===== src/rtl/mem_bus_arbiter.sv =====
// rtl/mem_bus_arbiter.sv - instruction/data bus arbiter for a single memory port
module mem_bus_arbiter #(
   parameter int MAX_D_STREAK = 4
) (
   input  logic        clk,
   input  logic        reset,
   input  logic        ireq_valid,
   input  logic [63:0] ireq_addr,
   output logic        iresp_data_ok,
   output logic [31:0] iresp_data,
   input  logic        dreq_valid,
   input  logic [63:0] dreq_addr,
   input  logic [2:0]  dreq_size,
   input  logic [7:0]  dreq_strobe,
   input  logic [63:0] dreq_data,
   output logic        dresp_data_ok,
   output logic [63:0] dresp_data,
   output logic        mreq_valid,
   output logic [63:0] mreq_addr,
   output logic [2:0]  mreq_size,
   output logic [7:0]  mreq_strobe,
   output logic [63:0] mreq_data,
   input  logic        mresp_data_ok,
   input  logic [63:0] mresp_data
);

   localparam int SW = $clog2(MAX_D_STREAK + 1);
   localparam logic [SW-1:0] STREAK_MAX = SW'(MAX_D_STREAK);

   typedef enum logic [1:0] {
      IDLE   = 2'd0,
      BUSY_I = 2'd1,
      BUSY_D = 2'd2
   } state_t;

   state_t        state_q, state_d;
   logic [SW-1:0] streak_q, streak_d;
   logic          mreq_valid_q, mreq_valid_d;
   logic [63:0]   mreq_addr_q, mreq_addr_d;
   logic [2:0]    mreq_size_q, mreq_size_d;
   logic [7:0]    mreq_strobe_q, mreq_strobe_d;
   logic [63:0]   mreq_data_q, mreq_data_d;
   logic          d_wins;

   // Arbitration, request latching and streak bookkeeping
   always_comb begin
      state_d       = state_q;
      streak_d      = streak_q;
      mreq_valid_d  = mreq_valid_q;
      mreq_addr_d   = mreq_addr_q;
      mreq_size_d   = mreq_size_q;
      mreq_strobe_d = mreq_strobe_q;
      mreq_data_d   = mreq_data_q;
      // Data bus wins unless a fetch has already waited out a full streak
      d_wins        = dreq_valid && !(ireq_valid && (streak_q == STREAK_MAX));
      case (state_q)
         IDLE: begin
            if (!ireq_valid) begin
               streak_d = '0;
            end
            if (d_wins) begin
               state_d       = BUSY_D;
               mreq_valid_d  = 1'b1;
               mreq_addr_d   = dreq_addr;
               mreq_size_d   = dreq_size;
               mreq_strobe_d = dreq_strobe;
               mreq_data_d   = dreq_data;
               if (ireq_valid && (streak_q != STREAK_MAX)) begin
                  streak_d = streak_q + SW'(1);
               end
            end else if (ireq_valid) begin
               state_d       = BUSY_I;
               mreq_valid_d  = 1'b1;
               mreq_addr_d   = ireq_addr;
               mreq_size_d   = 3'b010;
               mreq_strobe_d = 8'h00;
               mreq_data_d   = 64'h0;
               streak_d      = '0;
            end
         end
         BUSY_I, BUSY_D: begin
            // Always pass through IDLE so the requester can drop valid
            if (mresp_data_ok) begin
               state_d      = IDLE;
               mreq_valid_d = 1'b0;
            end
         end
         default: begin
            state_d      = IDLE;
            mreq_valid_d = 1'b0;
         end
      endcase
   end

   // State and latched memory request registers
   always_ff @(posedge clk or negedge reset) begin
      if (!reset) begin
         state_q       <= IDLE;
         streak_q      <= '0;
         mreq_valid_q  <= 1'b0;
         mreq_addr_q   <= 64'h0;
         mreq_size_q   <= 3'b000;
         mreq_strobe_q <= 8'h00;
         mreq_data_q   <= 64'h0;
      end else begin
         state_q       <= state_d;
         streak_q      <= streak_d;
         mreq_valid_q  <= mreq_valid_d;
         mreq_addr_q   <= mreq_addr_d;
         mreq_size_q   <= mreq_size_d;
         mreq_strobe_q <= mreq_strobe_d;
         mreq_data_q   <= mreq_data_d;
      end
   end

   // Completion pulses steer the memory response back to the owning bus
   always_comb begin
      iresp_data_ok = (state_q == BUSY_I) && mresp_data_ok;
      dresp_data_ok = (state_q == BUSY_D) && mresp_data_ok;
      iresp_data    = 32'h0;
      dresp_data    = 64'h0;
      if (iresp_data_ok) begin
         iresp_data = mreq_addr_q[2] ? mresp_data[63:32] : mresp_data[31:0];
      end
      if (dresp_data_ok) begin
         dresp_data = mresp_data;
      end
   end

   assign mreq_valid  = mreq_valid_q;
   assign mreq_addr   = mreq_addr_q;
   assign mreq_size   = mreq_size_q;
   assign mreq_strobe = mreq_strobe_q;
   assign mreq_data   = mreq_data_q;

endmodule


===== config.mk =====
export PLATFORM = sky130hd
export DESIGN_NAME = mem_bus_arbiter
export DESIGN_NICKNAME = d
export VERILOG_FILES = /design/src/rtl/mem_bus_arbiter.sv
export SDC_FILE = /design/constraint.sdc
export NUM_CORES = 1
export LEC_CHECK = 0
export BUFFER_PORTS_ARGS = -buffer_cell sky130_fd_sc_hd__buf_2
export CORE_AREA = 4 4 194 196
export DETAILED_ROUTE_END_ITERATION = 10
export DIE_AREA = 0 0 198 200
export PLACE_DENSITY = 0.48
export SETUP_SLACK_MARGIN = 0.2
export SYNTH_ARGS = -nofsm -noshare
export SYNTH_HDL_FRONTEND = slang
export SYNTH_SLANG_ARGS = --single-unit
export TNS_END_PERCENT = 5

===== constraint.sdc =====
create_clock -name clk -period 2.05 [get_ports clk]
set_input_delay 0.3075 -clock clk [delete_from_list [all_inputs] [get_ports clk]]
set_output_delay 0.3075 -clock clk [all_outputs]
set_load 0.01 [all_outputs]

Yosys cells after proc, flatten, opt, wreduce, memory -nomap -nowiden
Index checks and enable logic that the tools add are counted.

word-level totals
  register bits after elaboration = 145
  logic and storage cells = 48

cells by class
  add/sub/neg operators = 1
  equal/unequal tests = 6
  mux-type cells = 23
  reduce and logical (&&, ||, !) cells = 11

operator list
  cell                   count
  $mux W64               5
  $mux W32               2
  $mux W3                6
  $mux W8                2
  $mux W2                3
  $ne A3 B3 Y1 const B   2
  $logic_and A1 B1 Y1    5
  $pmux W2 S2            1
  $reduce_and A2 Y1      2
  $add A3 B1 Y3 const B  1
  $eq A3 B3 Y1 const B   1
  $mux W1                3
  $eq A2 B1 Y1 const B   1
  $eq A2 B2 Y1 const B   1
  $logic_not A2 Y1       1
  $ne A2 B2 Y1 const B   1
  $pmux W1 S2            1
  $reduce_bool A2 Y1     1
  $reduce_or A2 Y1       1
  $logic_not A1 Y1       1

Logic depth before layout (Yosys ltp)
  word-level depth = 6
  gate-level depth with buffers = 8

Worst setup path after synthesis
No wires, ideal clock.

  kind = reg2out
  start = register state_q[0]
  end = output port dresp_data[10]
  data arrival time = 1.240 ns
  required time = 1.742 ns
  path slack = 0.502 ns
  cell stages (with the launch flop) = 6
  path buffers = 2
  path through = dfrtp_1 > inv_1 > ha_1 > clkbuf_1 > clkbuf_1 > and3_1

on the way
  word-level cells in the longest chain between the ends = 3

ends and longest elaborated chain
  item                      line  text
  start: declaration        36    state_t state_q, state_d;
  start signal: assignment  106   state_q <= state_d;
  $eq A2 B2 Y1              119   dresp_data_ok = (state_q == BUSY_D) && mresp_data_ok;
  $logic_and A1 B1 Y1       119
  $mux W64                  125   if (dresp_data_ok) begin
  end: declaration          17    output logic [63:0] dresp_data,

No other way between the ends.

Final worst setup path
  start = register state_q[0]
  end = output port dresp_data[63]

The elaborated chain is that of the path after synthesis.

==> flow_metrics.tcl <==
set metrics [dict create \
    r2r_cells 5 \
    cp_slowest_cell "dfrtp_2" \
    end_kind "output pin" \
    cts_buffers 17 \
    post_drt_wl_per_cell_um 19.60 \
    syn_avg_cell_area_sq_um 8.437 \
    syn_to_final_growth_pct 62.51 \
    synthFlopType "dfrtp_1" \
    hpwl_um 24640 \
    antenna_found_initial 6 \
    drive_gt1_share_pct 47.11 \
    final.period_utilization_pct 97.69 \
    pin_count 510 \
    critPathKind "register to output pin" \
    yosysTopAreaCell "dfrtp_1" \
    avgViaCountPerCell 4.547 \
    synth_area_sq_mm 0.007416 \
    die_x_um 198 \
    grt_pass1_vias 8077 \
    ir_drop_mv 0.6315 \
    final.setup.tns_ns 0 \
    hold_class "input port to register" \
    slew_viol_final 0 \
    cts-htree-levels 4 \
    start_util_pct 20.55 \
    first_pass_iters 4 \
    outcome "completed" \
    reg2reg_slack_ns 0.29 \
    rsz0062_at_grt "yes" \
    p_total_mw 17.14 \
    die_y_um 200 \
    num_vias 8357 \
    filler_cell_count 3909 \
    relSlewSlack_pct 42.02 \
    drc 0 \
    fin_ws_ns 0.04744 \
    ant_nets 0 \
    setup_violations 0 \
    cp_num_cells 5 \
    routabilityCongestion 0.9142 \
    rr_startpoint "streak_q[1]$_DFFE_PN0P_" \
    seq_area_frac_synth_pct 48.93 \
    worstPathArrival_ns 1.70 \
    p_per_area_mw_per_mm2 1422 \
    overflow 0 \
    die_area_sq_mm 0.03960 \
    grt_pass1_wl_um 50230 \
    tightest_slew_ns 0.8698 \
    cpLargestDelayFamily "flip-flops" \
    clock.fmax_mhz 499.4 \
    clkTransAtPathRegs_ns 0.07 \
    wl_um 36030 \
    grt_max_degree 85 \
    finalHoldViolCount 0 \
    grtUsageTotal_pct 16.26 \
    slowest_delay_ns 0.45 \
    maxCapViolations 0 \
    synthDistinctLibCells 30 \
    synthArstFlopShare_pct 100.0 \
    nets 1630 \
    fin_crit_ns 2.003 \
    root_buffer "clkbuf_16" \
    synth.area.top_cells "dfrtp_1 49%, nand2_1 14%, o211ai_1 6.2%, and3_1 5.5%, nand4_1 5.4%" \
    io_buffers 509 \
    clk_path_buf_depth 2 \
    fin_worst_skew_ns 0.008440 \
    syn_nets 1156 \
    clock_latency_ns 0.42 \
    ys_ff_latch 145 \
    rows 70 \
    min_from "dreq_data[61]" \
    worst-path-max-fanout 16 \
    synthCells 879 \
    synth_top_area_share_pct 48.93 \
    critical_path.cell_chain "inv_4 > ha_4 > clkbuf_16 > and3_1 > buf_2" \
    r2r-end "mreq_addr[13]$_DFFE_PN0P_" \
    hold_depth 3 \
    p_leak_nw 6.190 \
    pre_cts_ws_ns 0.1585 \
    yosys_warnings 0 \
    core-area_sq_mm 0.03608 \
    tritoncts "built" \
    synth-edff-count 0 \
    drt_iter0_drc 492 \
    worstPathRequired_ns 1.74 \
    hold_end "mreq_data[61]$_DFFE_PN0P_" \
    cts.sinks 145 \
    crit_buf_inv 3 \
    cp-start-kind "register" \
]
## layout by cell type, fill, tap and decap left out, types with 23 or more instances in the layout
| cell | Yosys | routed |
|---|---|---|
| and3_1 | 65 | 64 |
| o21ai_1 | 31 | 31 |
| buf_6 | 1 | 30 |
| nand2_1 | 281 | 279 |
| nand4_1 | 64 | 64 |
| o21ai_0 | 44 | 44 |
| nor2_4 | 0 | 23 |
| o211ai_1 | 61 | 61 |
| buf_2 | 37 | 481 |
| dfrtp_1 | 145 | 143 |
## report_power, final
part / total, mW / internal [mW] / switching, mW
sequential: 4.98 / 4.22 / 0.757
clock: 3.13 / 1.83 / 1.30
combinational: 9.03 / 3.75 / 5.28
## worst max-delay path by stage
stage,startpoint,to
CTS,state_q[0]$_DFFE_PN0P_,dresp_data[33]
detailed placement,streak_q[0]$_DFFE_PN0P_,mreq_addr[8]$_DFFE_PN0P_
floorplan,state_q[0]$_DFFE_PN0P_,dresp_data[10]
global placement,streak_q[0]$_DFFE_PN0P_,mreq_addr[3]$_DFFE_PN0P_
global route,state_q[0]$_DFFE_PN0P_,dresp_data[10]
finish,state_q[0]$_DFFE_PN0P_,dresp_data[63]
## per-stage QoR
stage | util, % | cell area, sq um | hold slack, ns | instances
6_report | 33.40 | 12050 | 0.1150 | 1838
5_1_grt | 33.38 | 12050 | 0.09203 | 1836
4_1_cts | 31.17 | 11250 | 0.08719 | 1824
3_5_place_dp | 29.14 | 10510 | 0.2545 | 1787
3_3_place_gp | 29.14 | 10510 | 0.2519 | 1787
2_1_floorplan | - | 7416 | 0.01191 | 879
## timing repair
item | CTS | global route
endpoints found under the hold margin | 32 | 0
resized for setup | 12 | 130
endpoints found under the setup margin | 147 | 182
cloned | 4 | 6
buffers inserted | 1 | 3
pin swaps | 0 | 80
hold buffers | 1 | 0
## state kept, by name, summed over array words and instances, names as in the netlist
| signal | flops |
|---|---|
| streak_q | 3 |
| mreq_size | 3 |
| mreq_valid | 1 |
| mreq_strobe | 8 |
| mreq_addr | 64 |
| state_q | 2 |
| mreq_data | 64 |
## cell families after synthesis
kind of cell | share of synthesized area (%)
AO/OA/AOI/OAI | 12.72
adder cells (fa/ha/maj) | 0.8436
buffers and inverters | 5.669
flip-flops | 48.93
multiplexers | 4.319
AND/OR/NAND/NOR | 27.52
## worst min-delay path, delay by kind of cell
family                 cells  cell delay [ns]
AO/OA/AOI/OAI              1             0.05
buffers and inverters      1             0.10
AND/OR/NAND/NOR            1             0.05
## layer usage
metal  share of wire [%]  GRT usage, %  vias to the layer above
met5               0.080             0                        -
met3                 6.8         4.263                       34
met2                  49         25.66                      304
met4                 1.7         4.540                        4
met1                  43         22.18                     4027
li1                    -             -                     3988
## Yosys cell counts (3+ instances only)
master / instances
nand2_1: 281
dfrtp_1: 145
and3_1: 65
nand4_1: 64
o211ai_1: 61
o21ai_0: 44
buf_2: 37
clkbuf_1: 36
nor2_1: 36
mux2i_1: 32
o21ai_1: 31
buf_1: 9
inv_1: 6
clkbuf_2: 5
ha_1: 5
nand3_1: 3
o211ai_2: 3
## layout make-up
type	count	area [sq um]	area share [%]
diodes	5	12.51	0.1038
repair buffers	544	3338	27.70
clock inverters	12	135.1	1.121
well taps	468	585.6	4.859
clock buffers	19	442.9	3.675
flip-flops and latches	145	3631	30.13
multi-input cells	639	3876	32.16
inverters	6	30.03	0.2492
Power figures use the tool's default switching activity.
